--- src/rtl/cover_toggle_collector_pkg.sv ---
// Shared types and helpers for the toggle-cover collector.
package cover_pkg;
   localparam int COVER_IDX_W = 64;
   localparam int POP_MAX_W   = 1024;

   typedef logic [COVER_IDX_W-1:0] cover_idx_t;
   typedef enum logic {EMPTY = 1'b0, FULL = 1'b1} out_state_t;

   // Callers zero-extend their vector to POP_MAX_W; 11 bits hold a count of 1024.
   function automatic logic [10:0] popcount(input logic [POP_MAX_W-1:0] v);
      logic [10:0] n;
      n = '0;
      for (int i = 0; i < POP_MAX_W; i++) n = n + 11'(v[i]);
      return n;
   endfunction
endpackage

--- src/rtl/cover_toggle_collector_if.sv ---
// Valid/ready stream of global cover indices.
interface cover_toggle_collector_if;
   import cover_pkg::*;
   logic       out_valid;
   logic       out_ready;
   cover_idx_t out_index;

   modport master (output out_valid, output out_index, input out_ready);
   modport slave  (input out_valid, input out_index, output out_ready);
endinterface

--- src/rtl/cover_toggle_collector_prio_enc.sv ---
// Combinational lowest-set-bit finder.
module cover_prio_enc #(
   parameter  int WIDTH = 120,
   localparam int IDX_W = (WIDTH > 1) ? $clog2(WIDTH) : 1
) (
   input  logic [WIDTH-1:0] in,
   output logic [IDX_W-1:0] idx,
   output logic             found
);
   // Scan downward so the lowest set bit is the last one written.
   always_comb begin
      idx   = '0;
      found = 1'b0;
      for (int i = WIDTH - 1; i >= 0; i--) begin
         if (in[i]) begin
            idx   = IDX_W'(i);
            found = 1'b1;
         end
      end
   end
endmodule

--- src/rtl/cover_toggle_collector.sv ---
// Sticky toggle-cover bitmap; streams each first hit once as a global index.
module cover_toggle_collector
   import cover_pkg::*;
#(
   parameter  int WIDTH       = 120,
   parameter  int COVER_INDEX = 0,
   parameter  int COVER_TOTAL = 28338,
   localparam int CNT_W       = $clog2(WIDTH + 1)
) (
   input  logic                       gbl_clk,
   input  logic                       reset,
   input  logic [WIDTH-1:0]           valid,
   input  logic                       en,
   input  logic                       clear,
   cover_toggle_collector_if.master   out_if,
   output logic [CNT_W-1:0]           hit_count,
   output logic                       all_hit
);
   localparam int IDX_W = (WIDTH > 1) ? $clog2(WIDTH) : 1;

   generate
      if (WIDTH < 1 || WIDTH > POP_MAX_W || COVER_INDEX + WIDTH > COVER_TOTAL) begin : g_bad_cfg
         $error("cover_toggle_collector: group range exceeds COVER_TOTAL or bad WIDTH");
      end
   endgenerate

   logic [WIDTH-1:0] hit, pending, new_hits, load_mask;
   logic [IDX_W-1:0] lo_idx;
   logic             lo_found;
   logic             load;
   out_state_t       state, state_nxt;
   cover_idx_t       idx_r;
   logic [CNT_W-1:0] cnt;

   cover_prio_enc #(.WIDTH(WIDTH)) u_prio (
      .in    (pending),
      .idx   (lo_idx),
      .found (lo_found)
   );

   assign new_hits  = (en && !clear) ? (valid & ~hit) : '0;
   assign load_mask = load ? (WIDTH'(1) << lo_idx) : '0;

   // Clear wipes pending, so no load is taken in a clear cycle; a held beat still completes.
   always_comb begin
      state_nxt = state;
      load      = 1'b0;
      case (state)
         EMPTY: if (lo_found && !clear) begin
            load      = 1'b1;
            state_nxt = FULL;
         end
         FULL: if (out_if.out_ready) begin
            if (lo_found && !clear) load = 1'b1;
            else                    state_nxt = EMPTY;
         end
         default: state_nxt = EMPTY;
      endcase
   end

   always_ff @(posedge gbl_clk) begin
      if (!reset) state <= EMPTY;
      else        state <= state_nxt;
   end

   always_ff @(posedge gbl_clk) begin
      if (!reset) begin
         hit     <= '0;
         pending <= '0;
         cnt     <= '0;
         idx_r   <= '0;
      end else begin
         if (clear) begin
            hit     <= '0;
            pending <= '0;
            cnt     <= '0;
         end else begin
            hit     <= hit | new_hits;
            pending <= (pending & ~load_mask) | new_hits;
            cnt     <= cnt + CNT_W'(popcount(POP_MAX_W'(new_hits)));
         end
         if (load) idx_r <= cover_idx_t'(COVER_INDEX) + cover_idx_t'(lo_idx);
      end
   end

   assign out_if.out_valid = (state == FULL);
   assign out_if.out_index = idx_r;
   assign hit_count        = cnt;
   assign all_hit          = (cnt == CNT_W'(WIDTH));
endmodule
--- src/flat_wrapper.sv ---
// flat-port wrapper written by rule: the top's interface ports become plain ports
module cover_toggle_collector_flat import cover_pkg::*;
#(
   parameter  int WIDTH       = 120,
   parameter  int COVER_INDEX = 0,
   parameter  int COVER_TOTAL = 28338,
   localparam int CNT_W       = $clog2(WIDTH + 1)
)
  (gbl_clk, reset, valid, en, clear, hit_count, all_hit, out_if_out_valid, out_if_out_index, out_if_out_ready);
  cover_toggle_collector_if out_if_i ();
  input  logic gbl_clk;
  input  logic reset;
  input  logic [WIDTH-1:0] valid;
  input  logic en;
  input  logic clear;
  output logic [CNT_W-1:0] hit_count;
  output logic all_hit;
  output wire logic [$bits(out_if_i.out_valid)-1:0] out_if_out_valid;
  output wire logic [$bits(out_if_i.out_index)-1:0] out_if_out_index;
  input wire logic [$bits(out_if_i.out_ready)-1:0] out_if_out_ready;
  assign out_if_out_valid = out_if_i.out_valid;
  assign out_if_out_index = out_if_i.out_index;
  assign out_if_i.out_ready = out_if_out_ready;
  cover_toggle_collector #(.WIDTH(WIDTH), .COVER_INDEX(COVER_INDEX), .COVER_TOTAL(COVER_TOTAL)) u_core (.gbl_clk(gbl_clk), .reset(reset), .valid(valid), .en(en), .clear(clear), .out_if(out_if_i), .hit_count(hit_count), .all_hit(all_hit));
endmodule
--- config.mk ---
export PLATFORM = sky130hd
export DESIGN_NAME = cover_toggle_collector_flat
export DESIGN_NICKNAME = d
export VERILOG_FILES = /design/src/rtl/cover_toggle_collector_pkg.sv /design/src/rtl/cover_toggle_collector_if.sv /design/src/rtl/cover_toggle_collector_prio_enc.sv /design/src/rtl/cover_toggle_collector.sv /design/src/flat_wrapper.sv
export SDC_FILE = /design/constraint.sdc
export NUM_CORES = 1
export LEC_CHECK = 0
export CORE_UTILIZATION = 50
export DETAILED_ROUTE_END_ITERATION = 6
export PLACE_DENSITY = 0.74
export SLEW_MARGIN = 20
export SYNTH_ARGS = -nofsm -noshare
export SYNTH_HDL_FRONTEND = slang
export SYNTH_SLANG_ARGS = --single-unit
--- constraint.sdc ---
create_clock -name gbl_clk -period 12.12 [get_ports gbl_clk]
set_input_delay 2.424 -clock gbl_clk [delete_from_list [all_inputs] [get_ports gbl_clk]]
set_output_delay 2.424 -clock gbl_clk [all_outputs]
set_load 0.02 [all_outputs]
# After elaboration in Yosys (flattened, before gate mapping)
# Index checks and enable logic that the tools add are counted.
[word_totals] input_bits=125 wordCells=386 regBits=255
[classes] muxes=247 addsub=120 eq_ne=1 reduce_logical=4 shifts=1 n_bitwise=8
[ops] cell="7-bit 2-to-1 mux" n=120
[ops] cell="7-bit by 1-bit adder with 7-bit output" n=118
[ops] cell="120-bit bitwise AND" n=2
[ops] cell="120-bit 2-to-1 mux" n=2
[ops] cell="120-bit NOT" n=2
[ops] cell="120-bit OR" n=2
[ops] cell="1-bit 2-to-1 mux" n=123
[ops] cell="1-bit by 7-bit << shifter with 120-bit output, first input constant" n=1
[ops] cell="7-bit adder" n=1
[ops] cell="7-bit equality test, second input constant" n=1
[ops] cell="1-bit case mux with 2 select lines" n=2
[ops] cell="1-bit by 1-bit adder with 2-bit output" n=1
[ops] cell="1-bit logical AND" n=2
[ops] cell="1-bit NOT" n=2
[ops] cell="2-bit OR reduction" n=1
[ops] cell="1-bit zero test" n=1

# Depth between registers and ports, before layout
# Gate-level depths: netlist of run 1.
[logic_depth] ltp_word=128 depth_mapped=30

# Modules after synthesis
# Synthesis of run 1 repeated with hierarchy kept, for this count alone.
[unflattened] cells_unflattened=1734 area_unflattened_um2=14575.2
[by_module_without_submodules] mod="cover_toggle_collector" area_each_um2=13026.2 instances=1 seq_area_each_um2=5104.9 cells_per_inst=1457
[by_module_without_submodules] mod="cover_prio_enc" area_each_um2=1549.0 instances=1 seq_area_each_um2=0.0 cells_per_inst=277

# Least setup slack after synthesis of run 1
# No wires, ideal clock.
[synth_timing] path_kind="input to register" from="input en" to="register u_core.cnt[6] (netlist: u_core.hit_count[6])" required_time_ns=11.992 setup_time_ns=0.128 path_buffers=4 path_slack_ns=2.323 path_stages=30 t_arrival_ns=9.670 path_cell_list="nor2b_1 > clkbuf_1 > clkbuf_1 > clkbuf_1 > buf_1 > nand3b_1 > fa_1 > inv_1 > fa_1 > inv_1 > fa_1 > fa_1 > inv_1 > fa_1 > inv_1 > fa_1 > fa_1 > fa_1 > fa_1 > inv_1 > ha_1 > inv_1 > fa_1 > nor2b_1 > o21ai_0 > nand2b_1 > a21o_1 > a21oi_1 > xnor2_1 > nor2_1"
[synth_via] elab_chain_len=122
[synth_lines] element="from (decl)" line_no="flat_wrapper.sv:14" rtl="input logic en;"
[synth_lines] element="1-bit logical AND (*)" line_no="cover_toggle_collector.sv:41" rtl="assign new_hits = (en && !clear) ? (valid & ~hit) : '0;"
[synth_lines] element="120-bit 2-to-1 mux (*)" line_no="cover_toggle_collector.sv:41"
[synth_lines] element="1-bit by 1-bit adder with 2-bit output" line_no="cover_toggle_collector_pkg.sv:13" rtl="for (int i = 0; i < POP_MAX_W; i++) n = n + 11'(v[i]);"
[synth_lines] element="7-bit by 1-bit adder with 7-bit output (117 in series)" line_no="cover_toggle_collector_pkg.sv:13"
[synth_lines] element="7-bit by 1-bit adder with 7-bit output (*)" line_no="cover_toggle_collector_pkg.sv:13"
[synth_lines] element="7-bit adder (*)" line_no="cover_toggle_collector.sv:80" rtl="cnt <= cnt + CNT_W'(popcount(POP_MAX_W'(new_hits)));"
[synth_lines] element="to (signal assigned)" line_no="cover_toggle_collector.sv:80"
[synth_lines] element="to (decl)" line_no="cover_toggle_collector.sv:33" rtl="logic [CNT_W-1:0] cnt;"
# Mark *: on every way between the ends. The rest lies on a longest branch, timed or not.
# A chain may end at the register's enable or synchronous reset.

# Final worst setup path of run 1
[layout_timing] from="input clear" to="register u_core.cnt[6] (netlist: u_core.hit_count[6])"
[layout_via] elab_chain_len=123 elab_cells_between_ends=124 classes_between="add/sub (120); mux (1); reduce/logical (3)"
[layout_lines] element="from (decl)" line_no="flat_wrapper.sv:15" rtl="input logic clear;"
[layout_lines] element="1-bit zero test" line_no="cover_toggle_collector.sv:41"
[layout_lines] element="1-bit logical AND" line_no="cover_toggle_collector.sv:41"
[layout_lines] element="120-bit 2-to-1 mux" line_no="cover_toggle_collector.sv:41"
[layout_lines] element="1-bit by 1-bit adder with 2-bit output" line_no="cover_toggle_collector_pkg.sv:13"
[layout_lines] element="7-bit by 1-bit adder with 7-bit output (118 in series)" line_no="cover_toggle_collector_pkg.sv:13"
[layout_lines] element="7-bit adder" line_no="cover_toggle_collector.sv:80"
# Several ways; a longest one is shown, not always the timed one.

==> results of run 1 <==
==> placed cells by master (no fill, tap or decap), types with 41 or more instances in the layout <==
cell type / synthesis / routed
clkdlybuf4s50_1: 0 / 140
dfxtp_1: 255 / 255
conb_1: 1 / 57
nand2_1: 98 / 98
o21ai_0: 74 / 74
nor2_1: 223 / 223
nor3_1: 41 / 41
a31oi_1: 47 / 47
fa_1: 110 / 110
nor4_1: 43 / 42
nor2b_1: 44 / 42
a21oi_1: 172 / 171
nand3b_1: 63 / 63
inv_1: 169 / 169
==> metrics by stage <==
step	instance area (um^2)	total power [mW]
floorplan	15000	2.314
finish	17430	3.775
CTS	17430	3.781
global route	17430	4.051
global placement	16370	2.766
detailed placement	16380	2.797
==> sequential cells by signal, summed over array words and instances, names as in the netlist <==
signal	count
u_core.hit	120
u_core.hit_count	7
u_core.pending	120
u_core.out_if.out_valid	1
u_core.out_if.out_index	7
==> per-layer routing <==
metal | vias up | part of all wire [%] | track usage (%)
li1 | 6039 | - | -
met5 | - | 0 | 0
met1 | 6164 | 44 | 40.11
met3 | 94 | 9.1 | 6.255
met2 | 581 | 44 | 44.38
met4 | 0 | 2.9 | 8.333
==> where the power goes <==
group	switching, mW	internal [mW]	leakage [nW]
Combinational	1.07	0.844	4.61
Sequential	0.0233	0.873	2.07
Clock	0.363	0.598	0.513
==> cells by family (layout without fill, tap and decap cells) <==
| kind of cell | after synthesis | in the layout | share of synthesized area, % |
|---|---|---|---|
| adders and majority gates | 144 | 144 | 17.77 |
| and+or+nand+nor | 595 | 595 | 20.14 |
| buffers and inverters | 298 | 380 | 9.106 |
| AOI/OAI and AO/OA | 425 | 425 | 17.90 |
| DFF | 255 | 255 | 34.53 |
| other | 1 | 57 | 0.02536 |
| xor gates and xnor gates | 9 | 9 | 0.5332 |
==> Yosys cell counts, types with 4 or more instances <==
cell type  count  area share [%]
o2bb2ai_1      6            0.36
o2111ai_1      5            0.30
fa_1         110              15
nor3_1        41             1.4
o21ai_0       74             2.5
nand4_1        7            0.30
buf_2          8            0.27
o31ai_1        9            0.46
a31oi_1       47             2.0
or2_2         30             1.3
clkbuf_1      59             1.5
xnor2_1        8            0.47
dfxtp_1      255              35
o311ai_0       4            0.24
a21o_1        25             1.3
nor2_1       223             5.7
nand3b_1      63             3.2
a311oi_1      34             2.0
nor4_1        43             1.8
nand2_1       98             2.5
o21a_1         5            0.25
or4_1          4            0.20
nand3_1        8            0.27
nor2b_1       44             1.9
buf_4         58             2.9
and2_1         6            0.25
a21oi_1      172             5.8
ha_1          34             2.9
o22ai_1        8            0.34
inv_1        169             4.3
nand2b_1      13            0.55
==> layout make-up <==
| cell class | count | area [um^2] | share of cell area (%) |
|---|---|---|---|
| flip-flops and latches | 255 | 5105 | 29.28 |
| repair buffers | 157 | 1558 | 8.935 |
| inverters | 170 | 638.1 | 3.660 |
| well taps | 384 | 480.5 | 2.756 |
| clock buffers | 39 | 813.3 | 4.665 |
| clock inverters | 14 | 237.7 | 1.364 |
| multi-input cells | 1230 | 8602 | 49.34 |
==> worst min path at each step <==
stage,from,to
finish,u_core.hit[10],u_core.hit[10]
global route,u_core.hit[91],u_core.hit[91]
CTS,u_core.hit[10],u_core.hit[10]
detailed placement,u_core.hit[9],u_core.hit[9]
global placement,u_core.hit[43],u_core.hit[43]
floorplan,u_core.hit[102],u_core.hit[102]
==> critical path: cells and delay by family <==
family          cells  cell delay [ns]
buf+inv             9             1.45
compound gates      3             0.53
fa+ha+maj          11             5.03
xor+xnor            1             0.13
simple gates        5             0.93
==> impl_metrics.json, run 1 <==
{
  "wire_per_inst_um": 19.29,
  "n_antenna_cell": 0,
  "ff2ff_path_depth": 25,
  "fin_cells": 2249,
  "clock-sinks": 255,
  "clkSlewWorstSetupHoldPaths_ns": 0.06,
  "final_nets": 2112,
  "cts_resized": 0,
  "cts_buffers": 29,
  "grt_use_total_pct": 28.65,
  "grt_max_degree": 73,
  "clock_path_buffers": 3,
  "p_leak_nw": 7.187,
  "cp_common_cell": "fa_1",
  "ios": 198,
  "power_density_mw_per_mm2": 216.5,
  "irDropWorstVdd_v": 0.0003010,
  "start_kind": "primary input",
  "fillers": 2492,
  "r2r_slack_ns": 5.07,
  "rsz0062_at_grt": "no",
  "setup_slack_ns": 2.014,
  "fin_setup_tns_ns": 0,
  "period_needed_ns": 10.11,
  "gp_congestion": 0.9477,
  "yosys_most_used_dff": "dfxtp_1",
  "wl_mm": 43.39,
  "cap_violations": 0,
  "netlist_area_mm2": 0.01479,
  "cpPeakStageDelay_ns": 0.58,
  "min_path_type": "reg2reg",
  "post_cts_buffers": 0,
  "ys_ff_latch": 255,
  "slew_violations": 0,
  "timing.final.crit_share_pct": 83.39,
  "cp-startpoint": "clear",
  "vias": 12880,
  "synth-edff-count": 0,
  "hold_path_depth": 2,
  "r2r-end": "u_core.hit_count[6]",
  "drt_pass1_iterations": 7,
  "die_h_um": 174.0,
  "crit_fanout": 54,
  "cts_root_buffer": "clkbuf_16",
  "status": "finished, final reports clean",
  "drive_gt1_share_pct": 5.952,
  "portBuffers": 140,
  "first_global_vias": 12200,
  "utilization_pct": 60.25,
  "synthCells": 1727,
  "ys.warnings.count": 0,
  "synthArstFlopShare_pct": 0,
  "grt_pass1_wl_mm": 67.86,
  "area_delta_synth_final_pct": 17.91,
  "start_util_pct": 51.10,
  "arrival_ns": 10.52,
  "slew_headroom_pct": 14.33,
  "viasPerCell": 5.726,
  "htree_levels": 1,
  "grt-ovfl-total": 0,
  "pre_cts_slack_ns": 1.515,
  "fmax_mhz": 98.95,
  "holdBufCountCts": 0,
  "cpMaxStageDelayCell": "clkdlybuf4s50_1",
  "row_count": 62,
  "ys_types": 67,
  "required_ns": 12.54,
  "holdWs_ns": 0.4573,
  "finClkSkew_ns": 0.01144,
  "synth_seq_area_share_pct": 34.53,
  "antenna_found_initial": 0,
  "setup_viol": 0,
  "dp_cells": 2196,
  "dp_hpwl_mm": 32.34,
  "drc": 0,
  "core_mm2": 0.02894,
  "worst_pin_slew_ns": 1.281,
  "postSynthAreaPerCell_um2": 8.561,
  "r2r_start": "u_core.hit[108]",
  "clk_latency_ns": 0.56,
  "critPathKind": "in2reg",
  "endpoint_kind": "flop",
  "cts_tree": "done",
  "critPathCapture": "u_core.hit_count[6]",
  "drt_iter0_markers": 1119,
  "chipWidth_um": 174.0,
  "dieArea_mm2": 0.03026,
  "final_hold_viol_count": 0,
  "antenna_left": 0
}
(Power assumes the default switching activity.)
==> run 2: changes to the inputs <==
- PLACE_DENSITY: 0.74 -> 0.76
- clock period: 12.12 -> 8.25 ns (I/O delays scaled with it)
==> run 2 against run 1 <==
The flow now finishes with violations (design-rule violations); cell count up 4.7%; combinational power grew 73%; register-to-register slack lost 3.8 ns; sequential power rose by 47%; critical path type unchanged; critical endpoint unchanged; largest cell class unchanged.
==> impl_metrics.json, run 2 (synthesis gave the netlist of run 1 again) <==
{
  "status": "finished, violations left",
  "violations": "design-rule violations",
  "seq_area_mm2": 0.005105,
  "viasPerCell": 5.681,
  "holdCritStartpoint": "u_core.hit[65]",
  "worst_pin_slew_ns": 1.115,
  "portBuffers": 140,
  "grt_pass1_wl_mm": 67.19,
  "drive_gt1_share_pct": 12.59,
  "clk_latency_ns": 0.56,
  "multi_input_area_mm2": 0.008652,
  "rsz0062_at_grt": "yes",
  "final_nets": 2219,
  "required_ns": 8.66,
  "slew_headroom_pct": 25.11,
  "first_global_vias": 12450,
  "fin_setup_tns_ns": 0,
  "vias": 13370,
  "cpMaxStageDelayCell": "fa_1",
  "min_path_type": "reg2reg",
  "design_area_mm2": 0.01835,
  "pre_cts_slack_ns": -0.8976,
  "core_mm2": 0.02894,
  "holdBufCountCts": 0,
  "setup_slack_ns": 0.05230,
  "crit_family": "adder cells",
  "crit_fanout": 6,
  "ios": 198,
  "switching_share_pct": 37.20,
  "period_needed_ns": 8.198,
  "wire_per_inst_um": 18.66,
  "grt_max_degree": 75,
  "whs_endpoint": "u_core.hit[65]",
  "placed_area_mm2": 0.01704,
  "clockPowerShare_pct": 22.1,
  "drt_pass1_iterations": 7,
  "arrival_ns": 8.61,
  "power_density_mw_per_mm2": 324.0,
  "dieArea_mm2": 0.03026,
  "grt_use_total_pct": 28.25,
  "cts_buffers": 28,
  "die_h_um": 174.0,
  "final_common_cell": "dfxtp_1",
  "timing.final.crit_share_pct": 99.37,
  "chipWidth_um": 174.0,
  "irDropWorstVdd_v": 0.0008136,
  "start_kind": "primary input",
  "cap_violations": 0,
  "finClkSkew_ns": 0.01975,
  "ff2ff_path_depth": 25,
  "antenna_left": 0,
  "clock-sinks": 255,
  "htree_levels": 1,
  "drc": 2,
  "start_util_pct": 51.10,
  "top_regs": "u_core.hit x120, u_core.pending x120",
  "r2r-end": "u_core.hit_count[6]",
  "hold_path_depth": 2,
  "cpPeakStageDelay_ns": 0.64,
  "layout_common_cells": "255 x dfxtp_1, 216 x nor2_1, 170 x a21oi_1",
  "r2r_start": "u_core.hit[110]",
  "area_delta_synth_final_pct": 24.09,
  "path_buf_inv": 9,
  "endpoint_kind": "flop",
  "final_hold_viol_count": 0,
  "finalPower_mw": 5.945,
  "switching_power_mw": 2.211,
  "antenna_found_initial": 0,
  "gp_congestion": 0.9522,
  "setup_viol": 0,
  "intPower_mw": 3.733,
  "seqPwrFrac_pct": 22.1,
  "cts_root_buffer": "clkbuf_16",
  "clkSlewWorstSetupHoldPaths_ns": 0.06,
  "fillers": 2422,
  "dp_hpwl_mm": 32.32,
  "clock_path_buffers": 3,
  "grt-ovfl-total": 0,
  "critPathKind": "in2reg",
  "row_count": 62,
  "holdWs_ns": 0.4587,
  "slew_violations": 0,
  "r2r_slack_ns": 1.28,
  "cp_common_cell": "fa_1",
  "wl_mm": 43.92,
  "cts_tree": "done",
  "combPwrFrac_pct": 55.8,
  "drt_iter0_markers": 1190,
  "n_antenna_cell": 0,
  "p_leak_nw": 7.704,
  "fmax_mhz": 122.0,
  "cp.depth": 29
}
-- run 2: worst max-delay path by stage --
stage,from,end,slack [ns]
2_1_floorplan,en,u_core.hit_count[6],-0.05
3_3_place_gp,clear,u_core.hit_count[6],-0.82
3_5_place_dp,clear,u_core.hit_count[6],-0.90
4_1_cts,en,u_core.hit_count[6],-0.26
5_1_grt,clear,u_core.hit_count[6],-0.25
6_report,clear,u_core.hit_count[6],0.05
-- run 2: final cells by class --
cell class | instances | share of cell area, %
timing repair buffer | 265 | 13.69
tap | 384 | 2.619
clock buffer | 40 | 4.508
sequential | 255 | 27.82
multi-input combinational | 1230 | 47.16
inverter | 170 | 3.478
clock inverter | 10 | 0.7297
-- run 2: metal layers --
metal | GRT usage (%) | vias up | part of all wire, %
met1 | 39.27 | 6350 | 43
li1 | - | 6249 | -
met4 | 9.868 | 0 | 3.1
met5 | 0 | - | 0
met3 | 4.681 | 95 | 9.7
met2 | 44.47 | 678 | 45
-- run 2: worst min-delay path, cell delays in order, from the launching register on --
cell	delay [ns]
dfxtp_1	0.32
a21oi_1	0.04
nor2_1	0.06
-- run 2: what timing repair did --
item	CTS	global route
setup endpoints to repair	5	6
resized for setup	20	26
gates cloned	1	3
pin swaps	7	26
setup buffers	2	16
-- run 2: power by group through the flow --
stage	Combinational (mW)	Sequential, mW	Clock [mW]
3_5_place_dp	3.17	1.34	0
4_1_cts	3.21	1.31	1.32
3_3_place_gp	3.05	1.34	0
5_1_grt	3.69	1.32	1.37
2_1_floorplan	2.08	1.34	0
6_report	3.32	1.32	1.31
-- run 2: metrics by stage --
| stage | cells | utilization, % |
|---|---|---|
| global placement | 2282 | 58.90 |
| global route | 2354 | 63.41 |
| CTS | 2335 | 62.53 |
| finish | 2354 | 63.41 |
| floorplan | 1783 | - |
| detailed placement | 2282 | 58.90 |
==> RTL change: new RTL, settings of run 2 <==
`WIDTH` is set to 120 in 3 places; all go to 240.
--- a/src/rtl/cover_toggle_collector_prio_enc.sv
+++ b/src/rtl/cover_toggle_collector_prio_enc.sv
@@ -1,6 +1,6 @@
 // Combinational lowest-set-bit finder.
 module cover_prio_enc #(
-   parameter  int WIDTH = 120,
+   parameter  int WIDTH = 240,
    localparam int IDX_W = (WIDTH > 1) ? $clog2(WIDTH) : 1
 ) (
    input  logic [WIDTH-1:0] in,
--- a/src/rtl/cover_toggle_collector.sv
+++ b/src/rtl/cover_toggle_collector.sv
@@ -2,7 +2,7 @@
 module cover_toggle_collector
    import cover_pkg::*;
 #(
-   parameter  int WIDTH       = 120,
+   parameter  int WIDTH       = 240,
    parameter  int COVER_INDEX = 0,
    parameter  int COVER_TOTAL = 28338,
    localparam int CNT_W       = $clog2(WIDTH + 1)
--- a/src/flat_wrapper.sv
+++ b/src/flat_wrapper.sv
@@ -1,7 +1,7 @@
 // flat-port wrapper written by rule: the top's interface ports become plain ports
 module cover_toggle_collector_flat import cover_pkg::*;
 #(
-   parameter  int WIDTH       = 120,
+   parameter  int WIDTH       = 240,
    parameter  int COVER_INDEX = 0,
    parameter  int COVER_TOTAL = 28338,
    localparam int CNT_W       = $clog2(WIDTH + 1)
Interface: changed (resized hit_count and valid); port bits go from 198 to 319. No check against the original RTL was run, so the function may have changed too.
==> RTL change against run 2 <==
The flow finishes with violations (setup timing). Total power grew to 3.2 times the old value. Non-clock buffer count up 329. Wire length increased to 2.5 times the old value. Design area up 100%. Sequential share of layout area down 0.93 points. Worst setup slack worse by 1.2 ns. Synthesized area grew 99%. Sequential cell count increased by 242. Critical path type unchanged. Largest power group unchanged. Highest routed layer is now met5.
==> RTL change: results (changes against run 2) <==
metric,value,unit,change
status,"complete, but fails checks",,unchanged
failing checks,setup timing,,was DRC
mux share of post-synthesis cell area,0.0681,%,was 0%
first-pass GRT wire length,165000,µm,"was 67,200 µm"
Main synth FF type,dfxtp_1,,unchanged
final setup violation count,8,,was 0
largest net degree at the start of global routing,126,,was 75
Adder-Cell Fraction of Synth Area,17.6,%,was 17.8%
share of post-route cells with drive strength above 1,14.7,%,was 12.6%
Max stage delay on crit path,0.60,ns,was 0.64 ns
Via density,6.06,,was 5.68
Crit-path slowest cell,fa_1,,unchanged
Mapped Cells,3430,,"was 1,727"
sequential fraction of the synthesis area,33.8,%,was 34.5%
Iteration-0 DRC Markers,4006,,"was 1,190"
CP max FO,5,,was 6
leak pwr,0.0155,µW,was 0.00770 µW
fill cell total of the finished layout,4857,,"was 2,422"
Max Used Layer,met5,,was met4
top post-synthesis cells by count,"dfxtp_1 (497), nor2_1 (482), a21oi_1 (390), inv_1 (322), fa_1 (228)",,"was dfxtp_1 (255), nor2_1 (223), a21oi_1 (172), inv_1 (169), fa_1 (110)"
Final WS setup,-1.17,ns,was 0.0523 ns
placed cells,4592,,"was 2,282"
Port Buffer Count,262,,was 140
non-filler instance count after layout,4722,,"was 2,354"
H-tree levels,2,,was 1
Routed WL,111000,µm,"was 43,900 µm"
Hold Crit Class,flip-flop to flip-flop,,unchanged
clk_lat worst skew,0.64,ns,was 0.56 ns
Critical Path AT,9.90,ns,was 8.61 ns
skew final,0.0345,ns,was 0.0197 ns
# nets final,4437,,"was 2,219"
Compound-Gate Fraction of Synth Area,19.2,%,was 17.9%
met3 WL,14300,µm,was 4270 µm
wire length on met1,42200,µm,"was 18,700 µm"
GP Congestion,1.06,,was 0.952
biggest regs,"u_core.hit x240, u_core.pending x240",,"was u_core.hit x120, u_core.pending x120"
TritonCTS buffer count,55,,was 28
Post-DP HPWL,82800,µm,"was 32,300 µm"
Slew @ Worst Pin,1.22,ns,was 1.11 ns
"Largest delay share family, worst path",adder cells,,unchanged
vias in the first global route,27100,,"was 12,500"
Peak VDD IR,2.05,mV,was 0.814 mV
router iterations before antenna repair,6,,was 7
Root Driver,clkbuf_16,,unchanged
antenna violations before repair,1,,was 0
met2 routed WL,47100,µm,"was 19,600 µm"
synth unique cells,92,,was 67
setup_tns,-6.96,ns,was 0 ns
largest cells by area after synthesis,"dfxtp_1 (34%), fa_1 (16%), a21oi_1 (6.6%)",,"was dfxtp_1 (35%), fa_1 (15%), a21oi_1 (5.8%)"
post-synthesis async set-or-reset flop share,0,%,unchanged
GRT Total Usage,36.7,%,was 28.2%
placed inst area,34600,µm²,"was 17,000 µm²"
Core ar.,57900,µm²,"was 28,900 µm²"
XOR/XNOR share of the synthesized area,0.328,%,was 0.533%
RTL change: changes by cell type after synthesis, sizes merged, moves of 78 or more:
cell	delta
nand2	+94
fa	+118
inv	+152
a21oi	+218
dfxtp	+242
clkbuf	+78
nor2	+262
RTL change: through the flow:
| step | utilization (%) | hold slack [ns] | worst slack (ns) |
|---|---|---|---|
| finish | 63.9 | 0.456 | -1.17 |
| global placement | 59.7 | 0.436 | -2.18 |
| detailed placement | 59.7 | 0.445 | -2.32 |
| floorplan | - | 0.428 | -1.23 |
| global route | 63.9 | 0.471 | -1.41 |
| CTS | 63.7 | 0.460 | -1.11 |
RTL change: cells by family after synthesis:
family,Yosys count
flops,497
other cells,1
xor+xnor,11
simple gates,1217
mux,2
buf+inv,544
compound gates,880
fa+ha+maj,278
RTL change: timing repair:
action,in CTS,in global routing
setup endpoints to repair,8,8
cloned,6,0
setup buffers,18,7
resized for setup,65,30
pin swaps,17,12
RTL change: final cells by class:
| type | count | share of cell area (%) |
|---|---|---|
| Clock buffer | 76 | 4.20 |
| Clock inverter | 24 | 0.676 |
| Inverter | 322 | 3.27 |
| Multi-Input combinational cell | 2444 | 47.5 |
| Sequential cell | 497 | 26.9 |
| Tap cell | 765 | 2.59 |
| Timing Repair Buffer | 594 | 14.9 |
RTL change: worst register-to-register path: cells and delay by family, from the launching register on:
kind	cells	cell delay [ns]
fa+ha+maj	13	6.27
compound gates	2	0.14
flops	1	0.32
simple gates	6	0.65
buf+inv	8	0.45
xor+xnor	1	0.16
RTL change: metal layers:
layer,GRT usage [%],vias up
met3,10.6,411
met1,47.7,13500
met4,22.3,2
met5,0,-
li1,-,12800
met2,53.9,1854
RTL change: power breakdown:
part	internal (µW)	switching [µW]	leakage (µW)
Sequential	2510	66.4	0.00403
Combinational	6820	7310	0.0106
Clock	1440	1090	0.000889
RTL change: worst paths after layout:
check | start | endpoint | slack, ns | depth (start not counted)
max | clear | u_core.hit_count[6]$_SDFF_PP0_ | -1.17 | 36
min | u_core.hit[173]$_SDFF_PP0_ | u_core.hit[173]$_SDFF_PP0_ | 0.46 | 2
max reg2reg | u_core.hit[200]$_SDFF_PP0_ | u_core.hit_count[6]$_SDFF_PP0_ | 0.13 | 30
min reg2reg | u_core.hit[173]$_SDFF_PP0_ | u_core.hit[173]$_SDFF_PP0_ | 0.46 | 2
